File: config.mk
export PLATFORM = sky130hd
export DESIGN_NAME = serial_cmp_der_izq_ctrl_flat
export DESIGN_NICKNAME = d
export VERILOG_FILES = /design/src/rtl/serial_cmp_der_izq_ctrl_if.sv /design/src/rtl/serial_cmp_der_izq_ctrl.sv /design/src/flat_wrapper.sv
export SDC_FILE = /design/constraint.sdc
export NUM_CORES = 1
export LEC_CHECK = 0
export ABC_AREA = 1
export ABC_CLOCK_PERIOD_IN_PS = 1400
export CORE_MARGIN = 2
export CORE_UTILIZATION = 45
export CTS_BUF_LIST = sky130_fd_sc_hd__clkbuf_16
export CTS_CLUSTER_SIZE = 30
export DETAILED_ROUTE_END_ITERATION = 8
export HOLD_SLACK_MARGIN = 0.15
export PLACE_DENSITY = 0.85
export REMOVE_ABC_BUFFERS = 1
export SETUP_SLACK_MARGIN = 0.3
export SYNTH_ARGS = -nofsm -noshare
export SYNTH_HDL_FRONTEND = slang
export SYNTH_SLANG_ARGS = --single-unit
File: constraint.sdc
create_clock -name clk -period 1.4 [get_ports clk]
set_input_delay 0.35 -clock clk [delete_from_list [all_inputs] [get_ports clk]]
set_output_delay 0.35 -clock clk [all_outputs]
set_load 0.02 [all_outputs]
File: src/rtl/serial_cmp_der_izq_ctrl_if.sv
// Operand/result handshake bundle for the serial right-to-left comparator sequencer.
interface serial_cmp_der_izq_ctrl_if #(
    parameter int WIDTH = 8
);
    logic             in_valid;
    logic             in_ready;
    logic [WIDTH-1:0] op_a;
    logic [WIDTH-1:0] op_b;
    logic             x0;
    logic             out_valid;
    logic             out_ready;
    logic             result;
    logic             eq;

    modport master (
        output in_valid, op_a, op_b, x0, out_ready,
        input  in_ready, out_valid, result, eq
    );

    modport slave (
        input  in_valid, op_a, op_b, x0, out_ready,
        output in_ready, out_valid, result, eq
    );
endinterface

File: src/rtl/serial_cmp_der_izq_ctrl.sv
// Feeds an external comparator cell one bit pair per clock, LSB first, and
// returns the final carried state bit as the compare result (A<B or A<=B).
//
// state | meaning
// ------+------------------------------------------------------------
// IDLE  | waiting for operands, in_ready high
// RUN   | WIDTH cycles, cell driven from shift registers, x <= cell_p
// DONE  | result/eq held with out_valid until out_ready
module serial_cmp_der_izq_ctrl #(
    parameter int WIDTH = 8
) (
    input  logic                        clk,
    input  logic                        rst,
    serial_cmp_der_izq_ctrl_if.slave    bus,
    output logic                        cell_a,
    output logic                        cell_b,
    output logic                        cell_x,
    input  logic                        cell_p,
    output logic                        busy
);
    localparam int CW = $clog2(WIDTH) + 1;
    localparam logic [CW-1:0] LAST = CW'(WIDTH - 1);

    typedef enum logic [1:0] {
        ST_IDLE = 2'd0,
        ST_RUN  = 2'd1,
        ST_DONE = 2'd2
    } state_t;

    state_t           state;
    logic [WIDTH-1:0] sa;
    logic [WIDTH-1:0] sb;
    logic             x;
    logic             eqr;
    logic [CW-1:0]    cnt;
    logic             in_ready_r;
    logic             out_valid_r;
    logic             result_r;
    logic             eq_r;
    logic             busy_r;
    logic             bit_eq;

    assign bit_eq = ~(sa[0] ^ sb[0]);

    always_ff @(posedge clk or posedge rst) begin
        if (rst) begin
            state       <= ST_IDLE;
            sa          <= '0;
            sb          <= '0;
            x           <= 1'b0;
            eqr         <= 1'b0;
            cnt         <= '0;
            in_ready_r  <= 1'b1;
            out_valid_r <= 1'b0;
            result_r    <= 1'b0;
            eq_r        <= 1'b0;
            busy_r      <= 1'b0;
        end else begin
            case (state)
                ST_IDLE: begin
                    if (bus.in_valid) begin
                        sa         <= bus.op_a;
                        sb         <= bus.op_b;
                        x          <= bus.x0;
                        eqr        <= 1'b1;
                        cnt        <= '0;
                        in_ready_r <= 1'b0;
                        busy_r     <= 1'b1;
                        state      <= ST_RUN;
                    end
                end
                ST_RUN: begin
                    // cell_p is only trusted here, so nothing else can leak X into x
                    x   <= cell_p;
                    eqr <= eqr & bit_eq;
                    sa  <= sa >> 1;
                    sb  <= sb >> 1;
                    cnt <= cnt + CW'(1);
                    if (cnt == LAST) begin
                        result_r    <= cell_p;
                        eq_r        <= eqr & bit_eq;
                        out_valid_r <= 1'b1;
                        state       <= ST_DONE;
                    end
                end
                ST_DONE: begin
                    if (bus.out_ready) begin
                        out_valid_r <= 1'b0;
                        in_ready_r  <= 1'b1;
                        busy_r      <= 1'b0;
                        state       <= ST_IDLE;
                    end
                end
                default: begin
                    out_valid_r <= 1'b0;
                    in_ready_r  <= 1'b1;
                    busy_r      <= 1'b0;
                    state       <= ST_IDLE;
                end
            endcase
        end
    end

    assign cell_a = (state == ST_RUN) & sa[0];
    assign cell_b = (state == ST_RUN) & sb[0];
    assign cell_x = (state == ST_RUN) & x;

    assign bus.in_ready  = in_ready_r;
    assign bus.out_valid = out_valid_r;
    assign bus.result    = result_r;
    assign bus.eq        = eq_r;
    assign busy          = busy_r;
endmodule
File: src/flat_wrapper.sv
// flat-port wrapper written by rule: the top's interface ports become plain ports
module serial_cmp_der_izq_ctrl_flat 
#(
    parameter int WIDTH = 8
)
  (clk, rst, cell_a, cell_b, cell_x, cell_p, busy, bus_in_valid, bus_op_a, bus_op_b, bus_x0, bus_out_ready, bus_in_ready, bus_out_valid, bus_result, bus_eq);
  serial_cmp_der_izq_ctrl_if #(.WIDTH(WIDTH)) bus_i ();
  input  logic clk;
  input  logic rst;
  output logic cell_a;
  output logic cell_b;
  output logic cell_x;
  input  logic cell_p;
  output logic busy;
  input wire logic [$bits(bus_i.in_valid)-1:0] bus_in_valid;
  input wire logic [$bits(bus_i.op_a)-1:0] bus_op_a;
  input wire logic [$bits(bus_i.op_b)-1:0] bus_op_b;
  input wire logic [$bits(bus_i.x0)-1:0] bus_x0;
  input wire logic [$bits(bus_i.out_ready)-1:0] bus_out_ready;
  output wire logic [$bits(bus_i.in_ready)-1:0] bus_in_ready;
  output wire logic [$bits(bus_i.out_valid)-1:0] bus_out_valid;
  output wire logic [$bits(bus_i.result)-1:0] bus_result;
  output wire logic [$bits(bus_i.eq)-1:0] bus_eq;
  assign bus_i.in_valid = bus_in_valid;
  assign bus_i.op_a = bus_op_a;
  assign bus_i.op_b = bus_op_b;
  assign bus_i.x0 = bus_x0;
  assign bus_i.out_ready = bus_out_ready;
  assign bus_in_ready = bus_i.in_ready;
  assign bus_out_valid = bus_i.out_valid;
  assign bus_result = bus_i.result;
  assign bus_eq = bus_i.eq;
  serial_cmp_der_izq_ctrl #(.WIDTH(WIDTH)) u_core (.clk(clk), .rst(rst), .bus(bus_i), .cell_a(cell_a), .cell_b(cell_b), .cell_x(cell_x), .cell_p(cell_p), .busy(busy));
endmodule
==> results of run 1 <==
==> flip-flops by register name, indices dropped and copies added (netlist names) <==
register              flops
u_core.bus.result         1
u_core.bus.eq             1
u_core.bus.in_ready       1
u_core.cnt                4
u_core.state              2
u_core.sb                 8
u_core.eqr                1
u_core.x                  1
u_core.busy               1
u_core.bus.out_valid      1
u_core.sa                 8
==> report_power, final <==
part           switching (mW)  leakage (nW)  internal [mW]  total [mW]
Sequential              0.283         0.366           1.20        1.49
Combinational            1.18         0.645           1.14        2.32
Clock                   0.354        0.0776          0.636       0.990
==> final timing paths <==
path	slack, ns	to	start
worst max register to register	0.09	u_core.sb[2]	u_core.state[1]
min in group clk	0.49	u_core.sb[1]	u_core.sb[2]
worst min-delay path	0.41	u_core.sb[5]	rst
max in group asynchronous	0.75	u_core.bus.in_ready	rst
worst max-delay path	-0.02	cell_x	u_core.state[1]
worst min register to register	0.49	u_core.sb[1]	u_core.sb[2]
==> metal layers <==
metal	wire, um	share of wire
met5	0	0
met4	53	0.014
met3	211	0.057
met1	1494	0.40
met2	1965	0.53
==> what timing repair did <==
item,CTS,global route
cloned,1,1
setup endpoints to repair,34,37
buffers inserted,3,10
gates resized for setup,57,32
pin swaps,2,7
==> worst max-delay path, cell delays in order, from the launching register on <==
cell and delay (ns):
dfrtp_1 0.39, inv_2 0.09, nand2_4 0.08, nor2_2 0.09, buf_4 0.14
==> final cells by class <==
class,count,area [um2],share of cell area
Sequential cell,29,726.9,0.3303
Inverter,10,52.55,0.02388
Clock inverter,3,11.26,0.005117
Timing Repair Buffer,56,609.3,0.2769
Multi-Input combinational cell,118,636.9,0.2894
Clock buffer,5,125.1,0.05685
Tap cell,31,38.79,0.01762
==> cells by family after synthesis <==
logic type	Yosys count	share of synthesized area
DFF	29	0.5415
buffers and inverters	17	0.06897
AOI/OAI and AO/OA	5	0.01864
and+or+nand+nor	112	0.3616
adders and majority gates	1	0.009318
==> stage by stage <==
stage | cells | setup slack (ns) | utilization
6_report | 252 | -0.01782 | 0.7846
5_1_grt | 252 | -0.04994 | 0.7846
4_1_cts | 241 | 0.006346 | 0.7092
3_5_place_dp | 229 | -0.2077 | 0.6262
3_3_place_gp | 229 | -0.1660 | 0.6262
2_1_floorplan | 157 | -0.2255 | -
==> cell usage in the layout (no fill, tap or decap), drive strengths merged <==
cell type      count
clkinv             1
dlygate4sd2        1
nand3             40
nand4              2
o21ai              5
nor2              13
dfrtp             28
inv               12
nand2             57
ha                 1
clkbuf             6
buf               34
dfstp              1
clkdlybuf4s50     20
==> impl_metrics.env, run 1 <==
export IMPL_synth_edff_count=0
export IMPL_ys_seq_area_frac=0.5415
export IMPL_clock_sinks=29
export IMPL_fin_crit_ns=1.418
export IMPL_start_util=0.4786
export IMPL_port_buffer_count=29
export IMPL_drive_above_1_share=0.2896
export IMPL_routabilityCongestion=0.7804
export IMPL_ctsHoldBuffers=0
export IMPL_antenna_cells=0
export IMPL_dieWidth_um=58.62
export IMPL_grt_pass1_wl_um=5147
export IMPL_grt_ovfl_total=0
export IMPL_firstDrtPassIters=6
export IMPL_skew_ns=0.004096
export IMPL_drt_initial_drc_count=69
export IMPL_syn_inst=164
export IMPL_ys_ff_latch=29
export IMPL_maxSlewViolCount=0
export IMPL_hold_class="in2async"
export IMPL_die_area_um2=3436
export IMPL_fillCellCount=197
export IMPL_placementRows=19
export IMPL_timing_slew_headroom=0.8238
export IMPL_ff2ff_path_depth=8
export IMPL_ys_types=15
export IMPL_cts_tree="yes"
export IMPL_die_y_um=58.62
export IMPL_min_period_over_period=1.013
export IMPL_peakVddDrop_mv=1.116
export IMPL_synth_async_reset_ratio=1.000
export IMPL_num_vias=1346
export IMPL_cts_root_buffer="clkbuf_16"
export IMPL_yosysWarnings=0
export IMPL_status="complete, but fails checks"
export IMPL_layout_nets=243
export IMPL_dpl_cell_area_um2=1757
export IMPL_worstPathMaxFanout=4
export IMPL_cts_buffers=5
export IMPL_clk_pin_slew_ns=0.05
export IMPL_drv_cap=0
export IMPL_yosys_top_cells_area="dfrtp_1, nand2_1, nand3_1, nor2_1, dfstp_2"
export IMPL_yosysTopAreaCell="dfrtp_1"
export IMPL_setup_violations=3
export IMPL_pin_count=30
export IMPL_cp_required_ns=1.05
export IMPL_syn_to_final_growth_pct=63.93
export IMPL_busiest_layer="met2"
export IMPL_cp_end_kind="primary output"
export IMPL_start_kind="register"
export IMPL_grt_util_met1=0.2413
export IMPL_core_um2=2805
export IMPL_powerDensity_nw_per_um2=2179
export IMPL_htreeDepth=2
export IMPL_setup_tns_final_ns=-0.02089
export IMPL_grt_pass1_vias=1159
export IMPL_hpwl_um=1952
export IMPL_fin_hold_ws_ns=0.4132
export IMPL_max_freq_mhz=705.3
export IMPL_clockBufferDepth=2
export IMPL_critPathKind="reg2out"
export IMPL_drc=3
export IMPL_total_power_mw=4.795
export IMPL_antenna_found_initial=0
export IMPL_use_met2=0.3467
export IMPL_grt_setup_unrepaired="yes"
export IMPL_grt_max_degree=30
export IMPL_syn_area_per_cell_um2=8.186
export IMPL_finalHoldViolations=0
export IMPL_wl_per_cell_um=14.78
export IMPL_ant_nets=0
export IMPL_cp_arrival_ns=1.07
export IMPL_power_leakage_nw=1.088
export IMPL_violations="DRC, setup timing"
export IMPL_syn_cell_area_um2=1343
export IMPL_final_area_um2=2201
export IMPL_synth_main_ff_cell="dfrtp_1"
export IMPL_grtUsageTotal=0.2083
export IMPL_synth_cells_most_frequent="nand2_1, nand3_1, dfrtp_1"
export IMPL_clock_latency_ns=0.28
export IMPL_drt_total_wl_um=3724
export IMPL_gr_usage_met3=0.07473
export IMPL_synth_most_common_cell="nand2_1"
export IMPL_viasPerCell=5.341
export IMPL_tightest_slew_ns=0.2643
export IMPL_layout_setup_ws_ns=-0.01782
export IMPL_synth_top_area_share=0.5219
(Power assumes the default switching activity.)
==> run 2: changes to the inputs <==
CAP_MARGIN = 10   (was default)
==> results of run 2 <==
Final layout, timing and power as in run 1 (identical DEF).
==> variant 1 (config.mk and constraints of run 2) <==
`WIDTH` is set to 8 in 3 places; all go to 16.
--- a/src/rtl/serial_cmp_der_izq_ctrl_if.sv
+++ b/src/rtl/serial_cmp_der_izq_ctrl_if.sv
@@ -1,5 +1,5 @@
 // Operand/result handshake bundle for the serial right-to-left comparator sequencer.
 interface serial_cmp_der_izq_ctrl_if #(
-    parameter int WIDTH = 8
+    parameter int WIDTH = 16
 );
     logic             in_valid;
--- a/src/rtl/serial_cmp_der_izq_ctrl.sv
+++ b/src/rtl/serial_cmp_der_izq_ctrl.sv
@@ -8,5 +8,5 @@
 // DONE  | result/eq held with out_valid until out_ready
 module serial_cmp_der_izq_ctrl #(
-    parameter int WIDTH = 8
+    parameter int WIDTH = 16
 ) (
     input  logic                        clk,
--- a/src/flat_wrapper.sv
+++ b/src/flat_wrapper.sv
@@ -2,5 +2,5 @@
 module serial_cmp_der_izq_ctrl_flat 
 #(
-    parameter int WIDTH = 8
+    parameter int WIDTH = 16
 )
   (clk, rst, cell_a, cell_b, cell_x, cell_p, busy, bus_in_valid, bus_op_a, bus_op_b, bus_x0, bus_out_ready, bus_in_ready, bus_out_valid, bus_result, bus_eq);
Ports: changed (resized bus_op_a and bus_op_b); port bits go from 30 to 46. No check against the original RTL was run, so the function may have changed too.
==> variant 1 against run 2 <==
The run ends with setup timing left. Register-to-register slack got worse by 0.13 ns. Design area rose by 72%. First-iteration DRC count rose to 2.9 times the old value. Global-route usage rose by 1.1 points. Final cell count rose by 50%. Wire length rose by 100%. Worst setup slack got worse by 0.036 ns. Count of clock-buffer cells in the layout did not move. Sequential cell count rose by 17. Combinational power rose by 47%. Total power rose by 45%. Synthesized area rose by 57%. Largest cell class is now multi-input gates. Highest routed layer unchanged.
==> variant 1: results (changes against run 2) <==
\begin{tabular}{lr}
\hline
Metric & Value \\
\hline
\multicolumn{2}{l}{\textbf{Status}} \\
Run status & complete, but fails checks \\
Violated checks & setup timing \\
\multicolumn{2}{l}{\textbf{Place}} \\
Placed Instance Area & 2690 sq um (+53\%) \\
Placed wire-length estimate & 3080 um (+58\%) \\
Final Wtd Congestion & 0.827 (+6.0\%) \\
Count of input and output buffers & 45 (+55\%) \\
\multicolumn{2}{l}{\textbf{Layout}} \\
Number of fillers in the final layout & 201 (+2.0\%) \\
Final instance area & 3790 sq um (+72\%) \\
Top flop regs & u\_core.sa x16, u\_core.sb x16, u\_core.cnt x5 \\
Fraction of layout cells with a size suffix above 1 & 0.459 (+0.169) \\
Fin nets & 366 (+51\%) \\
\multicolumn{2}{l}{\textbf{STA}} \\
Worst path setup slack after routing & -0.0543 ns (-0.0365 ns) \\
Setup tns final & -0.435 ns (-0.414 ns) \\
Fin Clk Skew & 0.00396 ns (-0.000137 ns) \\
Headroom to the max-slew limit & 0.671 (-0.153) \\
Final setup violation count & 19 (+16) \\
\multicolumn{2}{l}{\textbf{Synthesis}} \\
Commonest cells in the netlist & 82 x nand2\_1, 70 x nand3\_1, 45 x dfrtp\_1 \\
Top cells by area, synth & dfrtp\_1 54\%, nand3\_1 17\%, nand2\_1 15\% \\
Fraction of the yosys area taken by sequential cells & 0.548 (+0.00642) \\
\multicolumn{2}{l}{\textbf{Setup path}} \\
Worst-case register-to-register setup slack & -0.04 ns (-0.13 ns) \\
Number of cells on the worst reg-to-reg path & 10 (+2) \\
Critical path fanouts, max & 5 (+1) \\
Destination of the worst register-to-register timing path & u\_core.sa[8] \\
Data arrival at the endpoint of the critical path & 1.10 ns (+0.03 ns) \\
\multicolumn{2}{l}{\textbf{Detailed routing}} \\
Routed length on met2 & 4230 um (+120\%) \\
Detailed-router iteration count before antenna repair & 5 (-1) \\
Met3 wirelength from detailed routing & 373 um (+77\%) \\
Detailed-route wire length on metal 1 & 2750 um (+84\%) \\
Average vias per placed instance & 5.80 (+8.6\%) \\
Violation count after the first detailed-route iteration & 199 (+190\%) \\
\multicolumn{2}{l}{\textbf{Floorplan}} \\
Standard-cell rows & 24 (+5) \\
\multicolumn{2}{l}{\textbf{Power and ir drop}} \\
Cell internal power dissipation & 4.27 mW (+43\%) \\
Maximum vdd drop & 1.13 mV (+0.85\%) \\
Leakage power of the design & 2.01 nW (+84\%) \\
\multicolumn{2}{l}{\textbf{Global route}} \\
First-pass GRT wire length & 8820 um (+71\%) \\
GRT Overall Usage & 0.219 (+0.0108) \\
Via count of the first global-routing pass & 1901 (+64\%) \\
\multicolumn{2}{l}{\textbf{CTS}} \\
CTS Buf Count & 5 (unchanged) \\
\hline
\end{tabular}
==> variant 1: cell count changes in the layout (fill, tap and decap cells not counted), sizes merged, moves of 7 or more <==
| cell | change |
|---|---|
| buf | +7 |
| clkdlybuf4s50 | +16 |
| nand2 | +27 |
| dfrtp | +17 |
| nand3 | +30 |
==> variant 1: kinds of logic after synthesis <==
| kind of cell | count (synthesis) | synth area share |
|---|---|---|
| AOI/OAI and AO/OA | 11 | 0.0303 |
| DFF | 46 | 0.548 |
| and+or+nand+nor | 163 | 0.341 |
| adders and majority gates | 2 | 0.0119 |
| buffers and inverters | 26 | 0.0690 |
==> variant 1: area by class of cell <==
cell class / count / area share
clock buffer: 5 / 0.0330
multi-input combinational: 176 / 0.344
tap: 52 / 0.0172
clock inverter: 3 / 0.00990
sequential: 46 / 0.304
timing repair buffer: 84 / 0.268
timing repair inverter: 1 / 0.00429
inverter: 12 / 0.0201
==> variant 1: per-stage QoR <==
step	power, mW	hold slack [ns]	std cells	setup WS, ns
2_1_floorplan	3.30	0.446	234	-0.172
6_report	6.97	0.382	379	-0.0543
5_1_grt	7.26	0.367	379	-0.0858
4_1_cts	5.78	0.311	365	0.0130
3_5_place_dp	4.18	0.457	346	-0.140
3_3_place_gp	4.09	0.457	346	-0.121
==> variant 1: worst max path at each step <==
stage | startpoint | end | cells past startpoint
after floorplan | u_core.state[1] | cell_a | 3
after global placement | u_core.state[1] | cell_x | 4
after detailed placement | u_core.state[1] | cell_b | 4
after CTS | u_core.state[1] | cell_b | 4
after global routing | u_core.state[1] | u_core.sa[8] | 10
final | u_core.state[1] | cell_x | 4
==> variant 1: timing repair <==
item	in CTS	in global routing
gates cloned	2	9
pin swaps	6	11
endpoints found under the setup margin	54	54
endpoints found under the hold margin	0	0
buffers inserted	9	5
hold buffers	0	0
gates resized for setup	61	131
==> variant 1: power by group through the flow <==
stage | clock [mW] | sequential, mW | combinational (mW)
after floorplan | 0 | 2.20 | 1.10
after global placement | 0 | 2.14 | 1.95
after detailed placement | 0 | 2.17 | 2.01
after CTS | 1.31 | 2.18 | 2.29
after global routing | 1.36 | 2.28 | 3.62
final | 1.31 | 2.24 | 3.42
==> variant 1: layer usage <==
layer	vias up	track usage
met2	100	0.375
li1	975	-
met5	-	0
met4	0	0.0650
met3	20	0.0472
met1	1104	0.279
==> variant 1: critical path: cells and delay by family (launching register included) <==
kind                   cells  cell delay [ns]
and+or+nand+nor            2             0.19
buffers and inverters      2             0.24
DFF                        1             0.39
==> variant 2 (settings of run 2) <==
Without the edit above. Reset style: synchronous (`rst`), changed in one clocked block.
--- a/src/rtl/serial_cmp_der_izq_ctrl.sv
+++ b/src/rtl/serial_cmp_der_izq_ctrl.sv
@@ -43,5 +43,5 @@
     assign bit_eq = ~(sa[0] ^ sb[0]);
 
-    always_ff @(posedge clk or posedge rst) begin
+    always_ff @(posedge clk) begin
         if (rst) begin
             state       <= ST_IDLE;
Behaviour: differs if rst is asserted again (counterexample within 4 cycles, from zero or initial values and one cycle with rst high); with rst held inactive, the same outputs for 10 cycles.
==> variant 2 against run 2 <==
Sequential cell count is the same. Design area increased by 20%. Worst setup slack better by 0.055 ns. Clock skew is 0.0066 ns higher. Critical path type unchanged. Synthesized area increased by 13%. Wire length increased by 55%. Final cell count is 23% higher.
Power is not compared: it rests on default switching activity, and its combinational part moved more than twofold at a synthesized area within 25%.
==> variant 2: results (changes against run 2) <==
\begin{tabular}{lr}
\hline
Metric & Value \\
\hline
\multicolumn{2}{l}{\textbf{Synthesis}} \\
Top cells by area, synth & dfxtp\_1 38\%, nand2\_1 13\%, nand3\_1 12\% \\
Async set-or-reset flop fraction in the synthesized netlist & 0 (-1.00) \\
Mapped Cells & 205 (+25\%) \\
\multicolumn{2}{l}{\textbf{Layout}} \\
Share of cell area taken by flip-flops and latches & 0.225 (-0.105) \\
Area occupied by multi-input gates & 1060 sq um (+66\%) \\
Clock-cell share & 0.0526 (-0.00941) \\
Inverter count & 28 (+18) \\
Number of fillers in the final layout & 152 (-23\%) \\
Number of flip-flops and latches & 29 (unchanged) \\
\multicolumn{2}{l}{\textbf{Global route}} \\
Via count of the first global-routing pass & 1400 (+21\%) \\
M2 GR Usage & 0.391 (+0.0447) \\
First-pass GRT wire length & 6130 um (+19\%) \\
GRT met1 Usage & 0.243 (+0.00202) \\
GRT Overall Usage & 0.229 (+0.0205) \\
\multicolumn{2}{l}{\textbf{Setup path}} \\
Data arrival at the endpoint of the critical path & 1.01 ns (-0.06 ns) \\
Number of cells on the worst reg-to-reg path & 9 (+1) \\
Worst path max stage delay & 0.33 ns (-0.06 ns) \\
Worst r2r src & u\_core.state[1] \\
Worst-case register-to-register setup slack & 0.06 ns (-0.03 ns) \\
Destination of the worst register-to-register timing path & u\_core.sb[0] \\
Library cell contributing the largest single delay on the critical path & dfxtp\_2 \\
\multicolumn{2}{l}{\textbf{Detailed routing}} \\
Routed length on met2 & 2890 um (+47\%) \\
Final Routed Wirelength & 5780 um (+55\%) \\
Detailed-route wire length on metal 1 & 2310 um (+54\%) \\
Average vias per placed instance & 5.37 (+0.56\%) \\
Met3 wirelength from detailed routing & 411 um (+95\%) \\
\multicolumn{2}{l}{\textbf{Place}} \\
Final Wtd Congestion & 0.812 (+4.0\%) \\
Placed Instance Area & 1880 sq um (+7.1\%) \\
\multicolumn{2}{l}{\textbf{STA}} \\
Hold slack & 0.470 ns (+0.0570 ns) \\
Fin Clk Skew & 0.0107 ns (+0.00663 ns) \\
\multicolumn{2}{l}{\textbf{Status}} \\
Run status & complete, no violations \\
\multicolumn{2}{l}{\textbf{CTS}} \\
Post-CTS repair timing setup buffer count & 7 (+4) \\
\multicolumn{2}{l}{\textbf{Floorplan}} \\
Placeable Area & 3280 sq um (+17\%) \\
\multicolumn{2}{l}{\textbf{Min path}} \\
Path type of the worst min-delay path & flop to flop \\
\hline
\end{tabular}
variant 2: worst register-to-register path, stage by stage, from the launching register on:
cell,delay [ns]
dfxtp_2,0.33
inv_2,0.08
nand2_4,0.09
buf_4,0.15
buf_6,0.12
buf_4,0.15
nand3_1,0.08
nand3_2,0.09
nand2_1,0.08
inv_1,0.05
variant 2: worst max-delay path by stage:
stage | startpoint | slack [ns] | cells past startpoint | end
after floorplan | u_core.state[0] | 0.06 | 2 | cell_a
after global placement | bus_in_valid | -0.14 | 6 | u_core.sb[1]
after detailed placement | bus_in_valid | -0.19 | 6 | u_core.sa[5]
after CTS | u_core.state[1] | 0.07 | 4 | cell_a
after global routing | u_core.state[1] | -0.02 | 9 | u_core.sb[0]
final | u_core.state[1] | 0.04 | 4 | cell_b
variant 2: cell families after synthesis:
logic type,Yosys count,synth area share
flip-flops,29,0.384
AO/OA/AOI/OAI,15,0.0588
AND/OR/NAND/NOR,120,0.410
adder cells (fa/ha/maj),1,0.00828
buffers and inverters,40,0.139
